--- src/rtl/prach_reshape_pkg.sv ---
// -----------------------------------------------------------------------------
// prach_reshape_pkg
//
// Shared types and helpers for the PRACH lane/time corner-turn
// (prach_reshape_lanes and its ping-pong bank, prach_reshape_bank).
//
// Contents:
//   MAX_LANES   - largest supported lane count
//   lane_idx_t  - index wide enough for any supported lane count
//   rd_state_e  - read-side FSM states
//   lane_lsb()  - LSB position of one lane inside a packed multi-lane word
// -----------------------------------------------------------------------------
package prach_reshape_pkg;

    localparam int MAX_LANES = 8;

    typedef logic [$clog2(MAX_LANES)-1:0] lane_idx_t;

    typedef enum logic {
        IDLE = 1'b0,
        READ = 1'b1
    } rd_state_e;

    // Lane l of a packed word occupies bits [l*data_w +: data_w].
    function automatic int unsigned lane_lsb(input int unsigned lane,
                                             input int unsigned data_w);
        return lane * data_w;
    endfunction

endpackage

--- src/rtl/prach_reshape_bank.sv ---
// -----------------------------------------------------------------------------
// prach_reshape_bank
//
// One half of the ping-pong buffer: a LANES x LANES array of DATA_W samples
// plus, per stored beat, its channel tag. Beat 0 of the block additionally
// stores the block's sync flag and its bypass mode.
//
// The write port stores one full input beat (a "row") at wr_idx. The read
// port returns output beat rd_idx, which is either a column (transpose) or a
// row (bypass) of the array, chosen by the mode latched with beat 0.
//
// Ports:
//   clk      in   clock
//   wr_en    in   write the beat presented on wr_row/wr_chn at wr_idx
//   wr_idx   in   beat index inside the block (row)
//   wr_row   in   LANES*DATA_W input beat, lane l at [l*DATA_W +: DATA_W]
//   wr_chn   in   channel tag of the beat
//   wr_sync  in   sync flag, stored only when wr_idx == 0
//   wr_mode  in   bypass mode, stored only when wr_idx == 0
//   rd_idx   in   output beat index
//   rd_data  out  output beat (column rd_idx, or row rd_idx in bypass)
//   rd_chn   out  tag of stored beat rd_idx
//   rd_sync  out  sync flag of the stored block
// -----------------------------------------------------------------------------
module prach_reshape_bank
    import prach_reshape_pkg::*;
#(
    parameter  int LANES  = 2,
    parameter  int DATA_W = 16,
    parameter  int CHN_W  = 8,
    localparam int IDX_W  = $clog2(LANES),
    localparam int ROW_W  = LANES * DATA_W
) (
    input  logic             clk,
    input  logic             wr_en,
    input  logic [IDX_W-1:0] wr_idx,
    input  logic [ROW_W-1:0] wr_row,
    input  logic [CHN_W-1:0] wr_chn,
    input  logic             wr_sync,
    input  logic             wr_mode,
    input  logic [IDX_W-1:0] rd_idx,
    output logic [ROW_W-1:0] rd_data,
    output logic [CHN_W-1:0] rd_chn,
    output logic             rd_sync
);

    // Sample (row r, lane l) lives at bits [(r*LANES + l)*DATA_W +: DATA_W].
    logic [LANES*ROW_W-1:0] cells;
    logic [LANES*CHN_W-1:0] tags;
    logic                   sync_flag;
    logic                   mode;

    // NOTE: the sample array and its tags are not reset. Reset only clears the
    // write/read control in the top level, which is enough to make stale
    // contents unreachable, and keeps the array free of a reset fan-out.
    // NOTE: clocked state is always assigned with <= so every block sees the
    // pre-edge value of every register regardless of evaluation order.
    always_ff @(posedge clk) begin
        if (wr_en) begin
            cells[int'(wr_idx)*ROW_W +: ROW_W] <= wr_row;
            tags[int'(wr_idx)*CHN_W +: CHN_W]  <= wr_chn;
            if (wr_idx == '0) begin
                sync_flag <= wr_sync;
                mode      <= wr_mode;
            end
        end
    end

    // Output lane k of beat r: transpose takes input beat k, lane r;
    // bypass takes input beat r, lane k.
    for (genvar k = 0; k < LANES; k++) begin : g_rd_lane
        logic [DATA_W-1:0] col_sample;
        logic [DATA_W-1:0] row_sample;

        assign col_sample = cells[(k*LANES + int'(rd_idx))*DATA_W +: DATA_W];
        assign row_sample = cells[(int'(rd_idx)*LANES + k)*DATA_W +: DATA_W];

        assign rd_data[lane_lsb(k, DATA_W) +: DATA_W] = mode ? row_sample
                                                             : col_sample;
    end

    assign rd_chn  = tags[int'(rd_idx)*CHN_W +: CHN_W];
    assign rd_sync = sync_flag;

endmodule

--- src/rtl/prach_reshape_lanes.sv ---
// -----------------------------------------------------------------------------
// prach_reshape_lanes
//
// LANES x LANES lane/time corner-turn for the PRACH channel path. Every LANES
// valid input beats form one block; the block is emitted transposed
// (output beat r, lane k = input beat k, lane r) or, when bypass was selected
// at the block's first beat, in input order. Two banks are used ping-pong so
// input gaps are tolerated and each output block is LANES contiguous beats.
//
// A sync_in on a valid beat in the middle of a block discards the beats
// gathered so far (pulsing partial_drop) and restarts the block with that
// beat. Output beats whose tag is >= NUM_CHN still carry data and tag but
// have dout_dv low.
//
// Latency: last input beat of a block accepted on edge T -> output beat r is
// registered on edge T+1+r.
//
// Ports:
//   clk           in   clock
//   rst           in   synchronous active-high reset
//   cfg_bypass    in   1 = emit blocks untransposed; sampled at block start
//   din_data      in   LANES*DATA_W input beat, lane l at [l*DATA_W +: DATA_W]
//   din_dv        in   input beat valid
//   din_chn       in   channel tag of the input beat
//   sync_in       in   block start, only meaningful with din_dv
//   dout_data     out  transposed (or bypassed) output beat
//   dout_dv       out  output beat valid after the NUM_CHN mask
//   dout_chn      out  tag of the output beat
//   sync_out      out  beat 0 of a block whose input beat 0 carried sync_in
//   partial_drop  out  one-cycle pulse when an incomplete block is discarded
// -----------------------------------------------------------------------------
module prach_reshape_lanes
    import prach_reshape_pkg::*;
#(
    parameter int          LANES   = 2,
    parameter int          DATA_W  = 16,
    parameter int          CHN_W   = 8,
    parameter int unsigned NUM_CHN = 48
) (
    input  logic                    clk,
    input  logic                    rst,
    input  logic                    cfg_bypass,
    input  logic [LANES*DATA_W-1:0] din_data,
    input  logic                    din_dv,
    input  logic [CHN_W-1:0]        din_chn,
    input  logic                    sync_in,
    output logic [LANES*DATA_W-1:0] dout_data,
    output logic                    dout_dv,
    output logic [CHN_W-1:0]        dout_chn,
    output logic                    sync_out,
    output logic                    partial_drop
);

    localparam int               IDX_W    = $clog2(LANES);
    localparam int               ROW_W    = LANES * DATA_W;
    localparam logic [IDX_W-1:0] LAST_IDX = IDX_W'(LANES - 1);

    // -------------------------------------------------------------------------
    // Write side
    // -------------------------------------------------------------------------
    logic [IDX_W-1:0] w_idx;
    logic             wbank;
    logic [IDX_W-1:0] wr_idx_eff;
    logic             restart;
    logic             block_done;

    // A sync beat always lands at index 0; if the block had already started,
    // the earlier beats are abandoned and the same bank is reused.
    assign wr_idx_eff = sync_in ? '0 : w_idx;
    assign restart    = din_dv && sync_in && (w_idx != '0);
    assign block_done = din_dv && (wr_idx_eff == LAST_IDX);

    always_ff @(posedge clk) begin
        if (rst) begin
            w_idx        <= '0;
            wbank        <= 1'b0;
            partial_drop <= 1'b0;
        end else begin
            partial_drop <= restart;
            if (din_dv) begin
                if (block_done) begin
                    w_idx <= '0;
                    wbank <= ~wbank;
                end else begin
                    w_idx <= wr_idx_eff + IDX_W'(1);
                end
            end
        end
    end

    // -------------------------------------------------------------------------
    // Ping-pong banks
    // -------------------------------------------------------------------------
    logic [IDX_W-1:0] r_idx;
    logic [ROW_W-1:0] bank_data [2];
    logic [CHN_W-1:0] bank_chn  [2];
    logic             bank_sync [2];

    for (genvar b = 0; b < 2; b++) begin : g_bank
        prach_reshape_bank #(
            .LANES  (LANES),
            .DATA_W (DATA_W),
            .CHN_W  (CHN_W)
        ) u_bank (
            .clk     (clk),
            .wr_en   (din_dv && (wbank == 1'(b))),
            .wr_idx  (wr_idx_eff),
            .wr_row  (din_data),
            .wr_chn  (din_chn),
            .wr_sync (sync_in),
            .wr_mode (cfg_bypass),
            .rd_idx  (r_idx),
            .rd_data (bank_data[b]),
            .rd_chn  (bank_chn[b]),
            .rd_sync (bank_sync[b])
        );
    end

    // -------------------------------------------------------------------------
    // Read side
    // -------------------------------------------------------------------------
    rd_state_e        state;
    logic             rbank;
    logic [ROW_W-1:0] sel_data;
    logic [CHN_W-1:0] sel_chn;
    logic             sel_sync;

    assign sel_data = rbank ? bank_data[1] : bank_data[0];
    assign sel_chn  = rbank ? bank_chn[1]  : bank_chn[0];
    assign sel_sync = rbank ? bank_sync[1] : bank_sync[0];

    // A block needs at least LANES write edges and a read takes exactly LANES
    // edges, so a new completion can only coincide with the last read beat;
    // that case chains directly into the next read with no idle cycle.
    always_ff @(posedge clk) begin
        if (rst) begin
            state     <= IDLE;
            r_idx     <= '0;
            rbank     <= 1'b0;
            dout_data <= '0;
            dout_dv   <= 1'b0;
            dout_chn  <= '0;
            sync_out  <= 1'b0;
        end else begin
            case (state)
                IDLE: begin
                    dout_data <= '0;
                    dout_dv   <= 1'b0;
                    dout_chn  <= '0;
                    sync_out  <= 1'b0;
                    if (block_done) begin
                        state <= READ;
                        rbank <= wbank;
                        r_idx <= '0;
                    end
                end
                READ: begin
                    dout_data <= sel_data;
                    dout_chn  <= sel_chn;
                    // Unsigned compare; masked tags still carry their data.
                    dout_dv   <= (32'(sel_chn) < NUM_CHN);
                    sync_out  <= sel_sync && (r_idx == '0);
                    if (r_idx == LAST_IDX) begin
                        r_idx <= '0;
                        if (block_done) begin
                            rbank <= wbank;
                        end else begin
                            state <= IDLE;
                        end
                    end else begin
                        r_idx <= r_idx + IDX_W'(1);
                    end
                end
                default: begin
                    state <= IDLE;
                end
            endcase
        end
    end

endmodule

--- config.mk ---
export PLATFORM = sky130hd
export DESIGN_NAME = prach_reshape_lanes
export DESIGN_NICKNAME = d
export VERILOG_FILES = /design/src/rtl/prach_reshape_pkg.sv /design/src/rtl/prach_reshape_bank.sv /design/src/rtl/prach_reshape_lanes.sv
export SDC_FILE = /design/constraint.sdc
export NUM_CORES = 1
export LEC_CHECK = 0
export CORE_UTILIZATION = 51
export DETAILED_ROUTE_END_ITERATION = 10
export PLACE_DENSITY = 0.74
export SYNTH_ARGS = -nofsm -noshare
export SYNTH_HDL_FRONTEND = slang
export SYNTH_SLANG_ARGS = --single-unit
--- constraint.sdc ---
create_clock -name clk -period 3 [get_ports clk]
set_input_delay 0.6 -clock clk [delete_from_list [all_inputs] [get_ports clk]]
set_output_delay 0.6 -clock clk [all_outputs]
set_load 0.05 [all_outputs]
==> impl_metrics.toml, run 1 <==
[setup_path]
worstPathArrival_ps = 1670
required_ps = 2400
path_class = "reg2out"
critPathMaxStageDelay_ps = 810
start_kind = "register"
cp_max_fo = 1
path_delay_family = "buffers and inverters"
path_buf_inv = 1
crit_chain = "clkdlybuf4s50_1"
slowest_stage = "clkdlybuf4s50_1"
worst_setup_path_end_kind = "primary output"

[cells_and_area]
drive_gt1_frac = 0.1355
area_growth_pct = 20.64
fill_cells = 1183
layout.cells.non_filler = 899
antennaDiodeCount = 0
final_nets = 710

[timing]
setup_viol = 0
hold_violations = 0
final-max-slew-violation-count = 0
tightest_slew_ps = 726.8
setup_tns_ps = 0
clock_skew_ps = 7.970
max_freq_ghz = 0.4414
slew_headroom = 0.5144
rsz0062_at_grt = "false"
fin_crit_ps = 2266
setup_slack_ps = 734.4
finalCritPeriodShare = 0.7552

[place]
post-dp-hpwl_mm = 10.98
numPortBuffers = 87
dp.cells = 862
pre_cts_slack_ps = 669.1
place.gp.congestion = 0.7687

[routing]
drc = 0
drt_iter0_drc = 349
drt-total-wl_mm = 17.88
detail-route-antenna-nets = 0
wl_per_cell_microns = 19.89
vias = 4993
viasPerCell = 5.554
first_pass_iters = 4

[power_and_ir_drop]
vdd_drop_max_uv = 427.5
p_leak_uw = 0.003631
p_per_area_mw_per_mm2 = 606.8

[die]
dieArea_sq_mm = 0.01735
die_y_microns = 131.7
die_w_microns = 131.7
rows = 47
start_util = 0.5194
io_pins = 88
core_area_sq_mm = 0.01652

[clock_tree]
cts_made_buffers = 21
post_cts_buffers = 0
h-tree-depth = 1
cts.clk_slew.worst_paths_ps = 60
clock_latency_ps = 490
clockBufferDepth = 3
clock_sinks = 212
cts_hold_buffers = 0
cts_root_buffer = "clkbuf_16"
cts_resized = 0
cts_tree = "built"

[synth]
synth_seq_cells = 212
syn-instance-count = 574
seq_area_frac_synth = 0.6857
ys_async_sr_fraction = 0
synth_edf_count = 164
synth_area_sq_mm = 0.008583
syn-num-nets = 619
yosys_warnings = 0
postSynthAreaPerCell_sq_um = 14.95
synth_top_flop_cell = "edfxtp_1"
synth.distinct_cells = 36

[grt]
grt_usage = 0.2095
grt.overflow.total = 0
antenna_found_initial = 0
grt_pass1_wl_mm = 28.08
grt_max_degree = 41
grt_pass1_vias = 5340

[min_path]
hp-class = "reg2reg"

[outcome]
status = "complete, no violations"

[run]
drv_cap = 0
[metal layers]
layer	wire length, microns	share of wire	GRT usage	vias up
met1	7731	0.43	0.2769	2495
met2	8919	0.50	0.3571	159
met3	899	0.050	0.03383	29
li1	-	-	-	2310
met5	0	0	0	-
met4	332	0.019	0.06331	0
[synth_stat cells, types with 2 or more instances]
master	instances	area (sq um)
o21ai_0	7	35.03
mux2_2	16	180.2
a22o_1	8	70.07
and3_1	3	18.77
a22o_2	9	90.09
dfxtp_1	48	960.9
mux4_2	6	135.1
buf_6	5	56.30
buf_2	13	65.06
mux2i_1	78	780.8
and2_1	86	538.0
o22ai_1	10	62.56
nand3b_1	2	15.01
nor2b_1	2	12.51
nand2b_1	3	18.77
nand2_1	2	7.510
edfxtp_1	164	4925
a21oi_1	35	175.2
a221oi_1	6	52.55
and3b_1	2	17.52
nor2_1	38	142.6
buf_4	8	60.06
clkbuf_1	10	37.54
[flip-flops by register name, indices dropped and copies added (netlist names)]
| signal | cells |
|---|---|
| g_bank.u_bank.cells | 128 |
| dout_data | 32 |
| g_bank.u_bank.tags | 32 |
| dout_chn | 8 |
| g_bank.u_bank.mode | 2 |
| g_bank.u_bank.rd_sync | 2 |
| dout_dv | 1 |
| partial_drop | 1 |
| r_idx | 1 |
| rbank | 1 |
| state | 1 |
| sync_out | 1 |
| w_idx | 1 |
| wbank | 1 |
[stage by stage]
stage / power [uW] / hold WS [ps] / utilization / area [sq um]
final: 6283 / 533.5 / 0.6266 / 10350
after global placement: 3764 / 501.8 / 0.5854 / 9673
after floorplan: 3613 / 452.5 / - / 8583
after detailed placement: 3784 / 519.3 / 0.5854 / 9673
after CTS: 6332 / 530.4 / 0.6266 / 10350
after global routing: 6479 / 557.9 / 0.6266 / 10350
[layout make-up]
type	count	area (sq um)	area share
timing repair buffer	105	1031	0.09957
clock buffer	32	628.1	0.06066
inverter	1	3.754	0.0003625
sequential	212	5888	0.5686
tap	220	275.3	0.02658
multi-input combinational	324	2475	0.2390
clock inverter	5	53.80	0.005196
[logic make-up after synthesis]
family / share of synthesized area
flops: 0.6857
simple gates: 0.09665
mux: 0.1277
xor+xnor: 0.001021
buf+inv: 0.02828
compound gates: 0.06064
[final timing paths]
kind	slack, ps	depth (start not counted)	startpoint	endpoint
min	530	2	g_bank[0].u_bank.cells[49]	dout_data[17]
min reg2reg	530	2	g_bank[0].u_bank.cells[49]	dout_data[17]
max	730	1	dout_data[16]	dout_data[16]
max reg2reg	1120	3	rbank	dout_data[30]
[layout by cell type, fill, tap and decap left out, types with 6 or more instances in the layout]
master	instances
a21oi_1	35
a221oi_1	6
a22o_1	8
a22o_2	9
and2_1	86
buf_4	16
clkbuf_1	6
clkbuf_16	22
clkdlybuf4s50_1	87
dfxtp_1	46
edfxtp_1	164
mux2_2	16
mux2i_1	78
mux4_2	6
nor2_1	36
o21ai_0	7
o22ai_1	10
[power by group]
group | internal [uW] | switching [uW] | total [uW]
clock network | 1530 | 1030 | 2560
registers | 3260 | 40.1 | 3300
logic | 187 | 234 | 421
Power figures use the tool's default switching activity.
==> run 2: changes to the inputs <==
--- a/config.mk
+++ b/config.mk
@@ -5,9 +5,9 @@
 export SDC_FILE = /design/constraint.sdc
 export NUM_CORES = 1
 export LEC_CHECK = 0
-export CORE_UTILIZATION = 51
+export CORE_UTILIZATION = 55
 export DETAILED_ROUTE_END_ITERATION = 10
-export PLACE_DENSITY = 0.74
+export PLACE_DENSITY = 0.76
 export SYNTH_ARGS = -nofsm -noshare
 export SYNTH_HDL_FRONTEND = slang
 export SYNTH_SLANG_ARGS = --single-unit
==> constraint.sdc (replaced) <==
create_clock -name clk -period 2.2 [get_ports clk]
set_input_delay 0.44 -clock clk [delete_from_list [all_inputs] [get_ports clk]]
set_output_delay 0.44 -clock clk [all_outputs]
set_load 0.05 [all_outputs]
==> run 2 against run 1 <==
Worst setup slack got worse by 660 ps. First-iteration DRC count rose by 0.29%. Largest cell class unchanged. Critical path type unchanged. Register-to-register slack got worse by 650 ps. Non-clock buffer count rose by 11. Wire length fell by 1.0%. Largest power group unchanged. Highest routed layer unchanged. Die area fell by 7.2%. Critical path depth did not move.
==> impl_metrics.toml, run 2 (synthesis results as in run 1) <==
[cells_and_area]
drive_gt1_frac = 0.1418
final_cell_mix = "edfxtp_1 (164), clkdlybuf4s50_1 (87), and2_1 (86), mux2i_1 (78), dfxtp_1 (46)"
regMostFlops = "g_bank.u_bank.cells"
area_growth_pct = 21.98
reg.largest.list = "g_bank.u_bank.cells: 128 flops, dout_data: 32 flops, g_bank.u_bank.tags: 32 flops"
fill_cells = 1044
regArea_sq_mm = 0.005888
layout.cells.non_filler = 879
final_nets = 721
layout_commonest_cell = "edfxtp_1"
antennaDiodeCount = 0
largest_reg_flops = 128
multi_input_area_sq_mm = 0.002475

[timing]
slew_headroom = 0.6092
hold_violations = 0
finalCritPeriodShare = 0.9678
rsz0062_at_grt = "false"
clock_skew_ps = 15.41
tightest_slew_ps = 586.1
max_freq_ghz = 0.4697
setup_viol = 0
fin_crit_ps = 2129
final-max-slew-violation-count = 0
setup_tns_ps = 0

[place]
place.gp.congestion = 0.8088
numPortBuffers = 87
post-dp-hpwl_mm = 11.39
dp.cells = 841

[setup_path]
path_buf_inv = 1
path_delay_family = "buffers and inverters"
worstReg2RegStart = "rbank"
r2r_cells = 3
critPathMaxStageDelay_ps = 820
start_kind = "register"
worstPathArrival_ps = 1690
worst-r2r-setup-slack_ps = 470
slowest_stage = "clkdlybuf4s50_1"
cp_max_fo = 1
rr_endpoint = "dout_data[20]"
required_ps = 1760
worst_setup_path_end_kind = "primary output"
crit_chain = "clkdlybuf4s50_1"
path_class = "reg2out"

[die]
io_pins = 88
core_area_sq_mm = 0.01520
dieArea_sq_mm = 0.01611
rows = 45
die_w_microns = 126.9
die_y_microns = 126.9
start_util = 0.5646

[grt]
grt.overflow.total = 0
grt_max_degree = 47
antenna_found_initial = 0
grt_pass1_vias = 5273
met3_usage = 0.03416
grt_usage = 0.2266
grt_pass1_wl_mm = 27.65
met2_usage = 0.3898
met1_usage = 0.2937
busiest_layer = "met2"

[outcome]
status = "complete, no violations"

[routing]
viasPerCell = 5.680
vias = 4993
wl_per_cell_microns = 20.13
drc = 0
drt-total-wl_mm = 17.70
drt_iter0_drc = 350
first_pass_iters = 4
detail-route-antenna-nets = 0

[min_path]
hp-class = "reg2reg"
hp-start = "g_bank[0].u_bank.rd_sync"
holdPathStages = 2
hold_path_end = "sync_out"

[power_and_ir_drop]
p_leak_uw = 0.003688
power_frac_seq = 0.532
vdd_drop_max_uv = 560.2
p_sw_uw = 1772
p_per_area_mw_per_mm2 = 807.9
clkPwrFrac = 0.397
sw_frac_of_total = 0.2096
combinationalPowerShare = 0.071
total_power_uw = 8458
p_int_uw = 6686

[run]
drv_cap = 0

[clock_tree]
cts_tree = "built"
h-tree-depth = 1
cts_hold_buffers = 0
cts.clk_slew.worst_paths_ps = 70
clock_sinks = 212
clockBufferDepth = 3
cts_root_buffer = "clkbuf_16"
cts_made_buffers = 21
post_cts_buffers = 0
cts_resized = 0
clock_latency_ps = 500
-- run 2: metrics by stage --
stage                     hold slack, ps  utilization  instance area, sq um  worst slack [ps]
after floorplan                    452.5            -                  8583            -580.4
after global routing               580.1       0.6887                 10470             24.29
after CTS                          535.8       0.6887                 10470             55.45
after detailed placement           520.5       0.6465                  9828             129.2
after global placement             514.2       0.6465                  9828             190.7
final                              542.6       0.6887                 10470             70.85
-- run 2: final cells by class --
cell class,instances,area share
sequential,212,0.5624
multi-input combinational,324,0.2364
timing repair buffer,116,0.1171
clock buffer,33,0.05641
tap,188,0.02247
clock inverter,5,0.004900
inverter,1,0.0003585
-- run 2: worst max path at each step --
| stage | startpoint | endpoint | slack [ps] | depth (start not counted) |
|---|---|---|---|---|
| final | dout_data[0] | dout_data[0] | 70 | 1 |
| after global routing | dout_data[0] | dout_data[0] | 20 | 1 |
| after CTS | dout_data[0] | dout_data[0] | 60 | 1 |
| after detailed placement | sync_in | g_bank[1].u_bank.cells[60] | 130 | 4 |
| after global placement | sync_in | g_bank[1].u_bank.cells[55] | 190 | 4 |
| after floorplan | sync_in | g_bank[0].u_bank.cells[32] | -580 | 2 |
-- run 2: routing by layer --
metal | part of all wire | wire (microns)
met5 | 0 | 0
met4 | 0.020 | 362
met3 | 0.052 | 922
met2 | 0.51 | 8996
met1 | 0.42 | 7414
-- run 2: power by group through the flow --
stage / clock network (uW) / logic [uW] / registers [uW]
global route: 3540 / 645 / 4510
CTS: 3390 / 603 / 4500
detailed placement: 0 / 598 / 4590
floorplan: 0 / 312 / 4620
finish: 3360 / 601 / 4500
global placement: 0 / 582 / 4580
==> run 3: changes to the inputs <==
--- a/config.mk
+++ b/config.mk
@@ -8,6 +8,9 @@
 export CORE_UTILIZATION = 55
 export DETAILED_ROUTE_END_ITERATION = 10
 export PLACE_DENSITY = 0.76
+export RECOVER_POWER = 50
+export REMOVE_ABC_BUFFERS = 1
 export SYNTH_ARGS = -nofsm -noshare
 export SYNTH_HDL_FRONTEND = slang
 export SYNTH_SLANG_ARGS = --single-unit
+export TNS_END_PERCENT = 10
==> run 3 against run 2 <==
Die area did not move. Count of clock-buffer cells in the layout fell by 2. Total power rose by 2.6%. Combinational power fell by 4.3%. Clock skew fell by 10 ps. Clock power rose by 7.1%. Utilization fell by 0.30 points. Wire length fell by 0.50%. Final cell count rose by 0.80%. Fmax fell by 0.30%. Critical path type unchanged. Via count rose by 1.7%.
==> impl_metrics.toml, run 3 (synthesis results as in run 1) <==
[timing]
rsz0062_at_grt = "false"
clock_skew_ps = 5.173
max_freq_ghz = 0.4683
tightest_slew_ps = 961.2
setup_viol = 0
holdWs_ps = 501.7
finalCritPeriodShare = 0.9707
final-max-slew-violation-count = 0
hold_violations = 0
fin_crit_ps = 2135
setup_tns_ps = 0
slew_headroom = 0.3563

[routing]
first_pass_iters = 4
met2_length_mm = 9.284
vias = 5080
viasPerCell = 5.734
wl_met3_microns = 953
detail-route-antenna-nets = 0
drt-total-wl_mm = 17.61
drc = 0
highest_layer = "met4"
wl_per_cell_microns = 19.87
drt_iter0_drc = 352
wl_met1_mm = 6.994

[die]
die_y_microns = 126.9
dieArea_sq_mm = 0.01611
io_pins = 88
start_util = 0.5646
die_w_microns = 126.9
rows = 45
core_area_sq_mm = 0.01520

[setup_path]
critPathMaxStageDelay_ps = 820
required_ps = 1760
path_buf_inv = 1
cp_max_fo = 1
slowest_stage = "clkdlybuf4s50_1"
worstReg2RegStart = "rbank"
worst_setup_path_end_kind = "primary output"
crit_path_start = "dout_data[6]"
start_kind = "register"
crit_chain = "clkdlybuf4s50_1"
worstPathArrival_ps = 1700
path_class = "reg2out"
path_delay_family = "buffers and inverters"

[cells_and_area]
antennaDiodeCount = 0
fill_cells = 1062
multi_input_area_sq_mm = 0.002449
final_cell_mix = "edfxtp_1 (164), clkdlybuf4s50_1 (84), mux2i_1 (78), dfxtp_1 (47), and2_1 (45)"
final_nets = 727
drive_gt1_frac = 0.1404
regMostFlops = "g_bank.u_bank.cells"
reg.largest.list = "g_bank.u_bank.cells: 128 flops, dout_data: 32 flops, g_bank.u_bank.tags: 32 flops"
regArea_sq_mm = 0.005887
largest_reg_flops = 128
area_growth_pct = 21.46
layout_commonest_cell = "edfxtp_1"
final_util = 0.6858

[power_and_ir_drop]
vdd_drop_max_uv = 663.4
p_per_area_mw_per_mm2 = 832.2
total_power_uw = 8676
p_leak_uw = 0.003679

[clock_tree]
clock_sinks = 212
post_cts_buffers = 0
cts_made_buffers = 22
clock_latency_ps = 510
clockBufferDepth = 3
cts.clk_slew.worst_paths_ps = 60
cts_root_buffer = "clkbuf_16"
h-tree-depth = 1
cts_resized = 0
cts_hold_buffers = 0
cts_tree = "built"

[grt]
grt.overflow.total = 0
grt_usage = 0.2244
grt_pass1_vias = 5213
antenna_found_initial = 0
grt_pass1_wl_mm = 27.13
grt_max_degree = 42

[outcome]
status = "complete, no violations"

[min_path]
hp-class = "reg2reg"
hp-start = "g_bank[0].u_bank.rd_sync"

[run]
drv_cap = 0

[place]
place.gp.congestion = 0.7682
numPortBuffers = 87
post-dp-hpwl_mm = 11.26
## run 3: changes by cell type in the layout (fill, tap and decap cells not counted), moves of 2 or more
cell | previous run | this run
nor2_4 | 2 | 0
clkbuf_1 | 10 | 12
clkbuf_4 | 0 | 2
and2_1 | 86 | 45
dlygate4sd3_1 | 0 | 3
and2_0 | 0 | 41
clkinv_2 | 1 | 4
clkdlybuf4s50_1 | 87 | 84
buf_12 | 11 | 4
clkbuf_2 | 0 | 5
nor2_1 | 36 | 38
## run 3: layer usage
metal	track usage	vias to the layer above
met4	0.07563	0
li1	-	2358
met5	0	-
met3	0.03332	33
met1	0.2726	2514
met2	0.4092	175
## run 3: worst reg2reg max path, stage by stage, from the launching register on
cell and delay (ps):
dfxtp_1 510, buf_4 300, nor3b_1 690, clkbuf_1 350
a22o_2 230
## run 3: worst paths after layout
path | end | slack (ps) | cells past startpoint
max | dout_data[6] | 60 | 1
max reg2reg | dout_data[7] | 70 | 4
min reg2reg | sync_out | 500 | 2
min | sync_out | 500 | 2
## run 3: cell type report
class,count,area share
Clock inverter,9,0.009962
Sequential cell,212,0.5647
Clock buffer,31,0.05797
Tap cell,188,0.02256
Inverter,1,0.0003601
Multi-Input combinational cell,324,0.2349
Timing Repair Buffer,121,0.1096
## run 3: report_power, final
group          leakage [uW]  switching, uW  total (uW)  internal (uW)
combinational       0.00148            321         575            254
sequential          0.00185           48.8        4500           4450
clock              0.000348           1450        3600           2150
## run 3: per-stage QoR
| stage | setup WS (ps) | instances | instance area [sq um] |
|---|---|---|---|
| finish | 64.53 | 886 | 10430 |
| global placement | 41.42 | 846 | 9816 |
| global route | 17.22 | 886 | 10430 |
| floorplan | -580.4 | 537 | 8344 |
| CTS | 71.77 | 886 | 10520 |
| detailed placement | -11.88 | 846 | 9816 |
